--- config.mk ---
export PLATFORM = sky130hd
export DESIGN_NAME = fetch_queue
export DESIGN_NICKNAME = d
export VERILOG_FILES = /design/src/rtl/fetch_queue_pkg.sv /design/src/rtl/fetch_fifo.sv /design/src/rtl/fetch_queue.sv
export SDC_FILE = /design/constraint.sdc
export NUM_CORES = 1
export LEC_CHECK = 0
export CORE_ASPECT_RATIO = 0.6
export CORE_MARGIN = 3
export CORE_UTILIZATION = 38
export DETAILED_ROUTE_END_ITERATION = 8
export SLEW_MARGIN = 30
export SYNTH_ARGS = -nofsm -noshare
export SYNTH_HDL_FRONTEND = slang
export SYNTH_SLANG_ARGS = --single-unit
--- constraint.sdc ---
create_clock -name clk -period 5.55 [get_ports clk]
set_input_delay 1.3875 -clock clk [delete_from_list [all_inputs] [get_ports clk]]
set_output_delay 1.3875 -clock clk [all_outputs]
set_load 0.1 [all_outputs]
--- src/rtl/fetch_queue_pkg.sv ---
// Shared widths, the fetch queue entry layout and PC helpers for the fetch front end.
// Pure declarations; no logic, no latency.
package fetch_queue_pkg;

    localparam int XLEN        = 32;
    localparam int INSTR_BYTES = 4;

    typedef struct packed {
        logic [XLEN-1:0] pc;
        logic [XLEN-1:0] instr;
    } fetch_entry_t;

    function automatic logic [XLEN-1:0] word_align(input logic [XLEN-1:0] addr);
        return {addr[XLEN-1:2], 2'b00};
    endfunction

    function automatic logic [XLEN-1:0] next_pc(input logic [XLEN-1:0] pc);
        return pc + XLEN'(INSTR_BYTES);
    endfunction

endpackage

--- src/rtl/fetch_fifo.sv ---
// Generic synchronous FIFO with flush; head is read combinationally from storage.
// Latency: a push is visible at the head the cycle after; push+pop when full both take effect.
module fetch_fifo #(
    parameter int WIDTH = 32,
    parameter int DEPTH = 4
) (
    input  logic                     clk,
    input  logic                     reset,
    input  logic                     flush_i,
    input  logic                     push_i,
    input  logic [WIDTH-1:0]         push_dat_i,
    input  logic                     pop_i,
    output logic [WIDTH-1:0]         head_dat_o,
    output logic                     empty_o,
    output logic [$clog2(DEPTH):0]   count_o
);

    localparam int AW = $clog2(DEPTH);

    logic [AW:0]      wr_ptr_q, wr_ptr_d;
    logic [AW:0]      rd_ptr_q, rd_ptr_d;
    logic [WIDTH-1:0] mem_q [DEPTH];
    logic             full;
    logic             pop_ok;
    logic             push_ok;

    assign count_o    = wr_ptr_q - rd_ptr_q;
    assign empty_o    = (count_o == '0);
    assign full       = (count_o == (AW+1)'(DEPTH));
    assign head_dat_o = mem_q[rd_ptr_q[AW-1:0]];

    assign pop_ok  = pop_i && !empty_o;
    assign push_ok = push_i && (!full || pop_ok);

    always_comb begin
        wr_ptr_d = wr_ptr_q + {{AW{1'b0}}, push_ok};
        rd_ptr_d = rd_ptr_q + {{AW{1'b0}}, pop_ok};
        if (flush_i) begin
            wr_ptr_d = '0;
            rd_ptr_d = '0;
        end
    end

    always_ff @(posedge clk or posedge reset) begin
        if (reset) begin
            wr_ptr_q <= '0;
            rd_ptr_q <= '0;
        end else begin
            wr_ptr_q <= wr_ptr_d;
            rd_ptr_q <= rd_ptr_d;
        end
    end

    always_ff @(posedge clk) begin
        if (push_ok && !flush_i) begin
            mem_q[wr_ptr_q[AW-1:0]] <= push_dat_i;
        end
    end

endmodule

--- src/rtl/fetch_queue.sv ---
// Fetch front end: owns the fetch PC, issues imem word reads, queues {pc,instr} for decode.
// Latency: response to dec_valid is one cycle (registered enqueue). Requests stall on queue credit.
// Optional FETCH_PERF_EN adds perf_fetched / perf_stall counters.
module fetch_queue
    import fetch_queue_pkg::*;
#(
    parameter logic [31:0] RESET_PC  = 32'h0,
    parameter int          DEPTH     = 4,
    parameter int          MAX_OUTST = 2
) (
    input  logic        clk,
    input  logic        reset,
    output logic        imem_req_valid,
    input  logic        imem_req_ready,
    output logic [31:0] imem_req_addr,
    input  logic        imem_rsp_valid,
    input  logic [31:0] imem_rsp_data,
    input  logic        redirect_valid,
    input  logic [31:0] redirect_pc,
    output logic        dec_valid,
    input  logic        dec_ready,
    output logic [31:0] dec_instr,
    output logic [31:0] dec_pc
`ifdef FETCH_PERF_EN
    ,
    output logic [31:0] perf_fetched,
    output logic [31:0] perf_stall
`endif
);

    localparam int CW = $clog2(DEPTH) + 1;

    logic [XLEN-1:0] fetch_pc_q, fetch_pc_d;
    logic [CW-1:0]   outst_q, outst_d;
    logic [CW-1:0]   drop_q, drop_d;

    logic            req_fire;
    logic            credit_ok;
    logic            rsp_take;
    logic            rsp_drop;
    logic            rsp_keep;
    logic            deq;

    logic [XLEN-1:0] tag_head;
    logic            tag_empty;
    logic [CW-1:0]   tag_count;

    fetch_entry_t    q_head;
    fetch_entry_t    q_push_dat;
    logic            q_empty;
    logic [CW-1:0]   q_count;

    // Credit counts in-flight words against free queue slots so responses always have room.
    assign credit_ok      = ((CW+1)'(q_count) + (CW+1)'(outst_q)) < (CW+1)'(DEPTH);
    assign imem_req_valid = !reset && !redirect_valid && credit_ok
                            && (outst_q < CW'(MAX_OUTST));
    assign imem_req_addr  = fetch_pc_q;
    assign req_fire       = imem_req_valid && imem_req_ready;

    assign rsp_take = imem_rsp_valid && (outst_q != '0);
    assign rsp_drop = rsp_take && (drop_q != '0);
    assign rsp_keep = rsp_take && (drop_q == '0);

    assign dec_valid = !reset && !q_empty;
    assign dec_pc    = q_empty ? '0 : q_head.pc;
    assign dec_instr = q_empty ? '0 : q_head.instr;
    assign deq       = dec_valid && dec_ready && !redirect_valid;

    assign q_push_dat.pc    = tag_head;
    assign q_push_dat.instr = imem_rsp_data;

    fetch_fifo #(.WIDTH(XLEN), .DEPTH(DEPTH)) u_tag_fifo (
        .clk        (clk),
        .reset      (reset),
        .flush_i    (redirect_valid),
        .push_i     (req_fire),
        .push_dat_i (fetch_pc_q),
        .pop_i      (rsp_keep),
        .head_dat_o (tag_head),
        .empty_o    (tag_empty),
        .count_o    (tag_count)
    );

    fetch_fifo #(.WIDTH($bits(fetch_entry_t)), .DEPTH(DEPTH)) u_instr_q (
        .clk        (clk),
        .reset      (reset),
        .flush_i    (redirect_valid),
        .push_i     (rsp_keep),
        .push_dat_i (q_push_dat),
        .pop_i      (deq),
        .head_dat_o (q_head),
        .empty_o    (q_empty),
        .count_o    (q_count)
    );

    always_comb begin
        fetch_pc_d = fetch_pc_q;
        drop_d     = drop_q;
        outst_d    = outst_q + CW'(req_fire) - CW'(rsp_take);
        if (req_fire) begin
            fetch_pc_d = next_pc(fetch_pc_q);
        end
        if (rsp_drop) begin
            drop_d = drop_q - 1'b1;
        end
        // Everything still in flight after this cycle belongs to the old path.
        if (redirect_valid) begin
            fetch_pc_d = word_align(redirect_pc);
            drop_d     = outst_q - CW'(rsp_take);
        end
    end

    always_ff @(posedge clk or posedge reset) begin
        if (reset) begin
            fetch_pc_q <= RESET_PC;
            outst_q    <= '0;
            drop_q     <= '0;
        end else begin
            fetch_pc_q <= fetch_pc_d;
            outst_q    <= outst_d;
            drop_q     <= drop_d;
        end
    end

`ifdef FETCH_PERF_EN
    logic [31:0] perf_fetched_q;
    logic [31:0] perf_stall_q;

    always_ff @(posedge clk or posedge reset) begin
        if (reset) begin
            perf_fetched_q <= '0;
            perf_stall_q   <= '0;
        end else begin
            if (deq) begin
                perf_fetched_q <= perf_fetched_q + 32'd1;
            end
            if (dec_ready && !dec_valid && !redirect_valid) begin
                perf_stall_q <= perf_stall_q + 32'd1;
            end
        end
    end

    assign perf_fetched = perf_fetched_q;
    assign perf_stall   = perf_stall_q;
`endif

    a_rsp_needs_outst: assert property (@(posedge clk) disable iff (reset)
        imem_rsp_valid |-> (outst_q != '0));

    a_tag_bound: assert property (@(posedge clk) disable iff (reset)
        (tag_count <= CW'(MAX_OUTST)) && (tag_empty == (tag_count == '0)));

endmodule

* After elaboration in Yosys (flattened, before gate mapping) *
Memories as Yosys holds them, arrays and structs flattened.
Index checks and enable logic that the tools add are counted.
W data, S select, Z words.

storage, ports and cells
  input port bits = 70
  RAM bits = 384
  flip-flop bits (word level) = 50
  memories = 2
  word-level logic and storage cells = 70

operators by class
  $add $sub $neg = 12
  mux-type cells = 14
  $lt $le $gt $ge = 2
  equality and inequality tests = 2
  reduce and logical (&&, ||, !) cells = 31

memory list
  name              words  width  rd ports  clocked after Yosys merged registers in  write ports  line              RTL
  u_instr_q.mem_q   4      64     1         0                                        1            fetch_fifo.sv:22  logic [WIDTH-1:0] mem_q [DEPTH];
  u_tag_fifo.mem_q  4      32     1         0                                        1            fetch_fifo.sv:22

operators by type and width
  cell                     count
  $mux W32                 4
  $add A32 B3 Y32 const B  1
  $mux W3                  6
  $logic_and A1 B1 Y1      16
  $add A3 B1 Y3            5
  $logic_not A3 Y1         3
  $eq A3 B3 Y1 const B     2
  $logic_not A1 Y1         6
  $reduce_bool A3 Y1       2
  $sub A3 B1 Y3            2
  $sub A3 B3 Y3            2
  $add A3 B3 Y4            1
  $lt A4 B3 Y1 const B     1
  $mux W1                  4
  $reduce_bool A2 Y1       2
  $lt A3 B2 Y1 const B     1
  $sub A3 B1 Y3 const B    1
  $logic_or A1 B1 Y1       2

* Depth between registers and ports, before layout *
  word-level depth = 12
  depth in mapped cells = 16
  depth with buffers taken out = 15

* Cells and area by module *
From an unflattened synthesis, not the netlist that was laid out.

second synthesis, totals
  cell total of the unflattened synthesis = 906
  area, all modules = 17,376.7 um^2

modules (own cells, without submodules)
  module                   times used  sequential area each (um^2)  cells an instance  area an instance (um^2)
  fetch_fifo (u_instr_q)   1           7,837.5                      373                9,665.5
  fetch_fifo (u_tag_fifo)  1           3,993.8                      203                5,004.8
  fetch_queue              1           900.9                        330                2,706.3

* Worst setup path after synthesis *
No wires, ideal clock.

  path type = register to register
  start point = register u_instr_q.rd_ptr_q[1]
  end point = memory u_tag_fifo.mem_q[0][10], enable pin
  setup time = 455 ps
  stages on the path, launching flop included = 12
  setup slack = 188 ps
  required time = 5,095 ps
  data arrival time = 4,907 ps
  cells stage by stage = dfrtp_1 clkbuf_1 buf_1 inv_1 fa_1 xnor2_1 ha_1 nor4b_2 and4b_1 buf_4 nand2_1 nor3_1

on the way
  longest elaborated chain between the ends = 10

ends and longest elaborated chain
  item                           line               RTL
  from (decl)                    fetch_fifo.sv:21   logic [AW:0] rd_ptr_q, rd_ptr_d;
  from (signal assigned)         fetch_fifo.sv:50   rd_ptr_q <= rd_ptr_d;
  $sub A3 B3 Y3                  fetch_fifo.sv:27   assign count_o = wr_ptr_q - rd_ptr_q;
  $add A3 B3 Y4                  fetch_queue.sv:54  assign credit_ok = ((CW+1)'(q_count) + (CW+1)'(outst_q)) < (CW+1)'(DEPTH);
  $lt A4 B3 Y1                   fetch_queue.sv:54
  $logic_and A1 B1 Y1            fetch_queue.sv:55  assign imem_req_valid = !reset && !redirect_valid && credit_ok
  $logic_and A1 B1 Y1            fetch_queue.sv:56  && (outst_q < CW'(MAX_OUTST));
  $logic_and A1 B1 Y1            fetch_queue.sv:58  assign req_fire = imem_req_valid && imem_req_ready;
  $logic_and A1 B1 Y1            fetch_fifo.sv:33   assign push_ok = push_i && (!full || pop_ok);
  $logic_and A1 B1 Y1            fetch_fifo.sv:55   if (push_ok && !flush_i) begin
  $mux W1                        fetch_fifo.sv:55
  $mux W1 (implied by the code)  fetch_fifo.sv:56   mem_q[wr_ptr_q[AW-1:0]] <= push_dat_i;
  to (decl)                      fetch_fifo.sv:22

Every way passes these cells.

* Final worst setup path *
  start point = register u_instr_q.rd_ptr_q[0]
  end point = output port imem_req_valid

on the way
  longest elaborated chain between the ends = 5

ends and longest elaborated chain
  item                 line               RTL
  $sub A3 B3 Y3        fetch_fifo.sv:27
  $add A3 B3 Y4        fetch_queue.sv:54
  $lt A4 B3 Y1         fetch_queue.sv:54
  $logic_and A1 B1 Y1  fetch_queue.sv:55
  $logic_and A1 B1 Y1  fetch_queue.sv:56
  to (decl)            fetch_queue.sv:13  output logic imem_req_valid,

Every way passes these cells.

==> results.py <==
metrics = {
    "run_status": {
        "status": "complete, no violations",
    },
    "timing": {
        "final-setup-viol-count": 0,
        "finalCritPeriodShare_pct": 87.23,
        "finalHoldViolCount": 0,
        "relSlewSlack_pct": 32.04,
        "fmax_ghz": 0.2066,
        "worst_slew_pin_slew_ns": 1.016,
        "fin_setup_tns_ns": 0,
        "skew_ns": 0.01867,
        "drv_slew": 0,
        "rsz0062_at_grt": "no",
        "period_minus_slack_ns": 4.841,
    },
    "global_routing": {
        "busiest_layer": "met2",
        "track_usage_pct": 15.80,
        "grt_max_degree": 54,
        "grt_pass1_wl_um": 55910,
        "grt_overflow": 0,
        "grt_pass1_vias": 8993,
        "antenna_found_initial": 0,
        "use_met1_pct": 23.57,
        "grtUsageMet2_pct": 24.11,
        "use_met3_pct": 3.229,
    },
    "drt": {
        "drt_iter0_drc": 685,
        "num_vias": 8535,
        "remaining_drc_errors": 0,
        "firstDrtPassIters": 5,
        "drt-total-wl_um": 36300,
        "viasPerCell": 5.105,
        "wl_per_cell_um": 21.71,
        "ant_nets": 0,
    },
    "floorplan": {
        "die_w_um": 276.2,
        "die_area_um2": 46440,
        "core_um2": 42530,
        "ios": 168,
        "rows": 58,
        "start_util_pct": 39.15,
        "fp.dieH_um": 168.1,
    },
    "clock_tree": {
        "h-tree-depth": 2,
        "cts-hold-fix-buffers": 0,
        "cts_tree": "yes",
        "clk_latency_ns": 0.54,
        "clock_path_buffers": 3,
        "clk_pin_slew_ns": 0.06,
        "postCtsSetupBuffers": 0,
        "ctsRootBufferMaster": "clkbuf_16",
        "cts_num_sinks": 416,
        "cts-buffers-inserted": 41,
        "cts_resized": 0,
    },
    "worst_setup_path": {
        "crit_arrival_ns": 3.45,
        "critical-path-max-stage-delay_ns": 0.69,
        "criticalPathCategory": "register to output port",
        "path_delay_family": "adder cells",
        "cp_max_fo": 19,
        "slowest_stage": "dfrtp_4",
        "path_buf_inv": 2,
        "end_kind": "output port",
        "required_ns": 4.16,
        "setup.worst_path.start_class": "register",
        "path_cells": "ha_1 > inv_1 > fa_1 > xnor2_1 > ha_1 > nor4b_2 > nand2_1 > nor2_1 > buf_12",
        "crit_path_frequent_cell": "ha_1",
    },
    "logic_synthesis": {
        "async_reset_ff_share_pct": 11.54,
        "yosysWarnings": 0,
        "syn_area_um2": 16650,
        "synthDominantCellAreaShare_pct": 66.38,
        "ys_seq_area_share_pct": 73.59,
        "syn_avg_cell_area_um2": 18.92,
        "syn_inst": 880,
        "yosysUniqueCellTypes": 51,
        "synth.top_cells.by_area": "edfxtp_1 (66%), mux4_2 (12%), dfrtp_1 (7.2%)",
        "synth_seq_cells": 416,
        "synth_edf_count": 368,
        "synth_top_cell_by_area": "edfxtp_1",
        "ys.flop_type": "edfxtp_1",
    },
    "finish": {
        "ff_latch_area_um2": 12260,
        "diodes": 0,
        "drive_above_1_share_pct": 25.41,
        "multi_input_area_um2": 4177,
        "area.growth.synth_to_final_pct": 21.45,
        "fill_cells": 3657,
        "nNetsFinal": 1163,
    },
    "placement": {
        "dp_hpwl_um": 23090,
        "io_buffers": 161,
        "gp_congestion": 0.7417,
    },
    "pwr": {
        "power_density_nw_per_um2": 414.0,
        "ir_worst_vdd_uv": 225.1,
        "power.total_uw": 8370,
        "leakage_uw": 0.006811,
    },
    "min_path": {
        "hold_class": "register to register",
    },
    "job": {
        "drv_cap": 0,
    },
}
-- worst min-delay path, stage by stage (launching register included) --
cell and delay, ns:
dfrtp_1 0.34, o211ai_1 0.10, o21ai_0 0.08
-- sequential cells by signal, summed over array words and instances (netlist names) --
register / cells
u_tag_fifo.mem_q: 120
u_instr_q.mem_q: 248
outst_q: 3
u_tag_fifo.wr_ptr_q: 3
drop_q: 3
u_tag_fifo.rd_ptr_q: 3
u_instr_q.rd_ptr_q: 3
u_instr_q.wr_ptr_q: 3
imem_req_addr: 30
-- layout make-up --
class                           instances  share of cell area (%)
Sequential cell                       416                   60.64
Clock buffer                           55                   5.842
Tap cell                              570                   3.527
Timing Repair Buffer                  188                   8.038
Inverter                               19                  0.3527
Clock inverter                         20                  0.9468
Multi-Input combinational cell        404                   20.66
-- report_power, final --
part	internal, µW	total [µW]	switching [µW]	leakage (µW)
Clock	1640	2790	1150	0.000675
Sequential	3530	3640	105	0.00392
Combinational	451	1940	1490	0.00222
-- per-layer routing --
layer / wire length, µm / up-vias
met1: 16980 / 4382
li1: - / 3882
met4: 538 / 0
met5: 0 / -
met3: 2198 / 42
met2: 16570 / 229
-- through the flow --
stage | cells | cell area (µm²) | util, % | hold WS [ns] | setup slack [ns]
2_1_floorplan | 883 | 16660 | - | 0.5053 | 0.1882
3_3_place_gp | 1597 | 18910 | 44.46 | 0.5344 | 1.237
3_5_place_dp | 1597 | 18850 | 44.33 | 0.5372 | 1.234
4_1_cts | 1672 | 20220 | 47.56 | 0.5502 | 0.6404
5_1_grt | 1672 | 20220 | 47.55 | 0.5690 | 0.4714
6_report | 1672 | 20220 | 47.55 | 0.5519 | 0.7086
-- Yosys cell counts, drive strengths merged, types with 2 or more instances --
cell and n:
edfxtp 368, mux4 92, nor2b 75, dfrtp 48, nand2 47, nand3 25
buf 22, clkbuf 22, ha 21, nor2 21, o21ai 20, inv 19
o211ai 15, and3 11, xor2 9, o311ai 8, xnor2 8, nand4 7
a31oi 6, nor3 5, or4 5, a21oi 4, a221o 2, a41oi 2
fa 2
-- cells in the final DEF (no fill, tap or decap), types with 3 or more instances in the layout --
cell and instances:
nor2b_1 74, bufinv_16 3, buf_12 3, edfxtp_1 368
o21ai_0 19, nand2_1 47, ha_1 21, clkbuf_16 43
and3_1 9, a21oi_1 4, dfrtp_1 45, nand4_1 5
conb_1 4, nand3_1 23, xor2_1 9, buf_4 87
buf_2 14, o211ai_1 15, clkdlybuf4s50_1 83, clkbuf_8 6
mux4_2 92, o311ai_0 4, xnor2_1 8, clkinv_1 6
or4_1 5, clkbuf_1 6, clkinv_2 5, nor2_1 19
a31oi_1 6, nor3_2 3, inv_1 17, o311ai_1 4
-- cells by family (layout without fill, tap and decap cells) --
group | after synthesis | after routing | share of synthesized area [%]
buf+inv | 63 | 282 | 1.646
mux | 93 | 93 | 12.51
flops | 416 | 416 | 73.59
simple gates | 205 | 205 | 7.004
other cells | 1 | 4 | 0.02252
fa+ha+maj | 23 | 23 | 1.819
xor+xnor | 17 | 17 | 0.8944
compound gates | 62 | 62 | 2.518
-- path summary, 6_finish.rpt --
kind	start	to	slack (ns)	cells past startpoint
setup / recovery	u_instr_q.rd_ptr_q[0]$_DFF_PP0_	imem_req_valid	0.71	9
hold reg to reg	drop_q[1]$_DFFE_PP0P_	drop_q[1]$_DFFE_PP0P_	0.55	2
hold / removal	drop_q[1]$_DFFE_PP0P_	drop_q[1]$_DFFE_PP0P_	0.55	2
setup reg to reg	u_instr_q.rd_ptr_q[0]$_DFF_PP0_	outst_q[2]$_DFF_PP0_	1.25	15
min in group asynchronous	reset	u_instr_q.wr_ptr_q[2]$_DFF_PP0_	1.36	2
max in group asynchronous	reset	u_tag_fifo.rd_ptr_q[0]$_DFF_PP0_	3.39	3
Power figures use the tool's default switching activity.
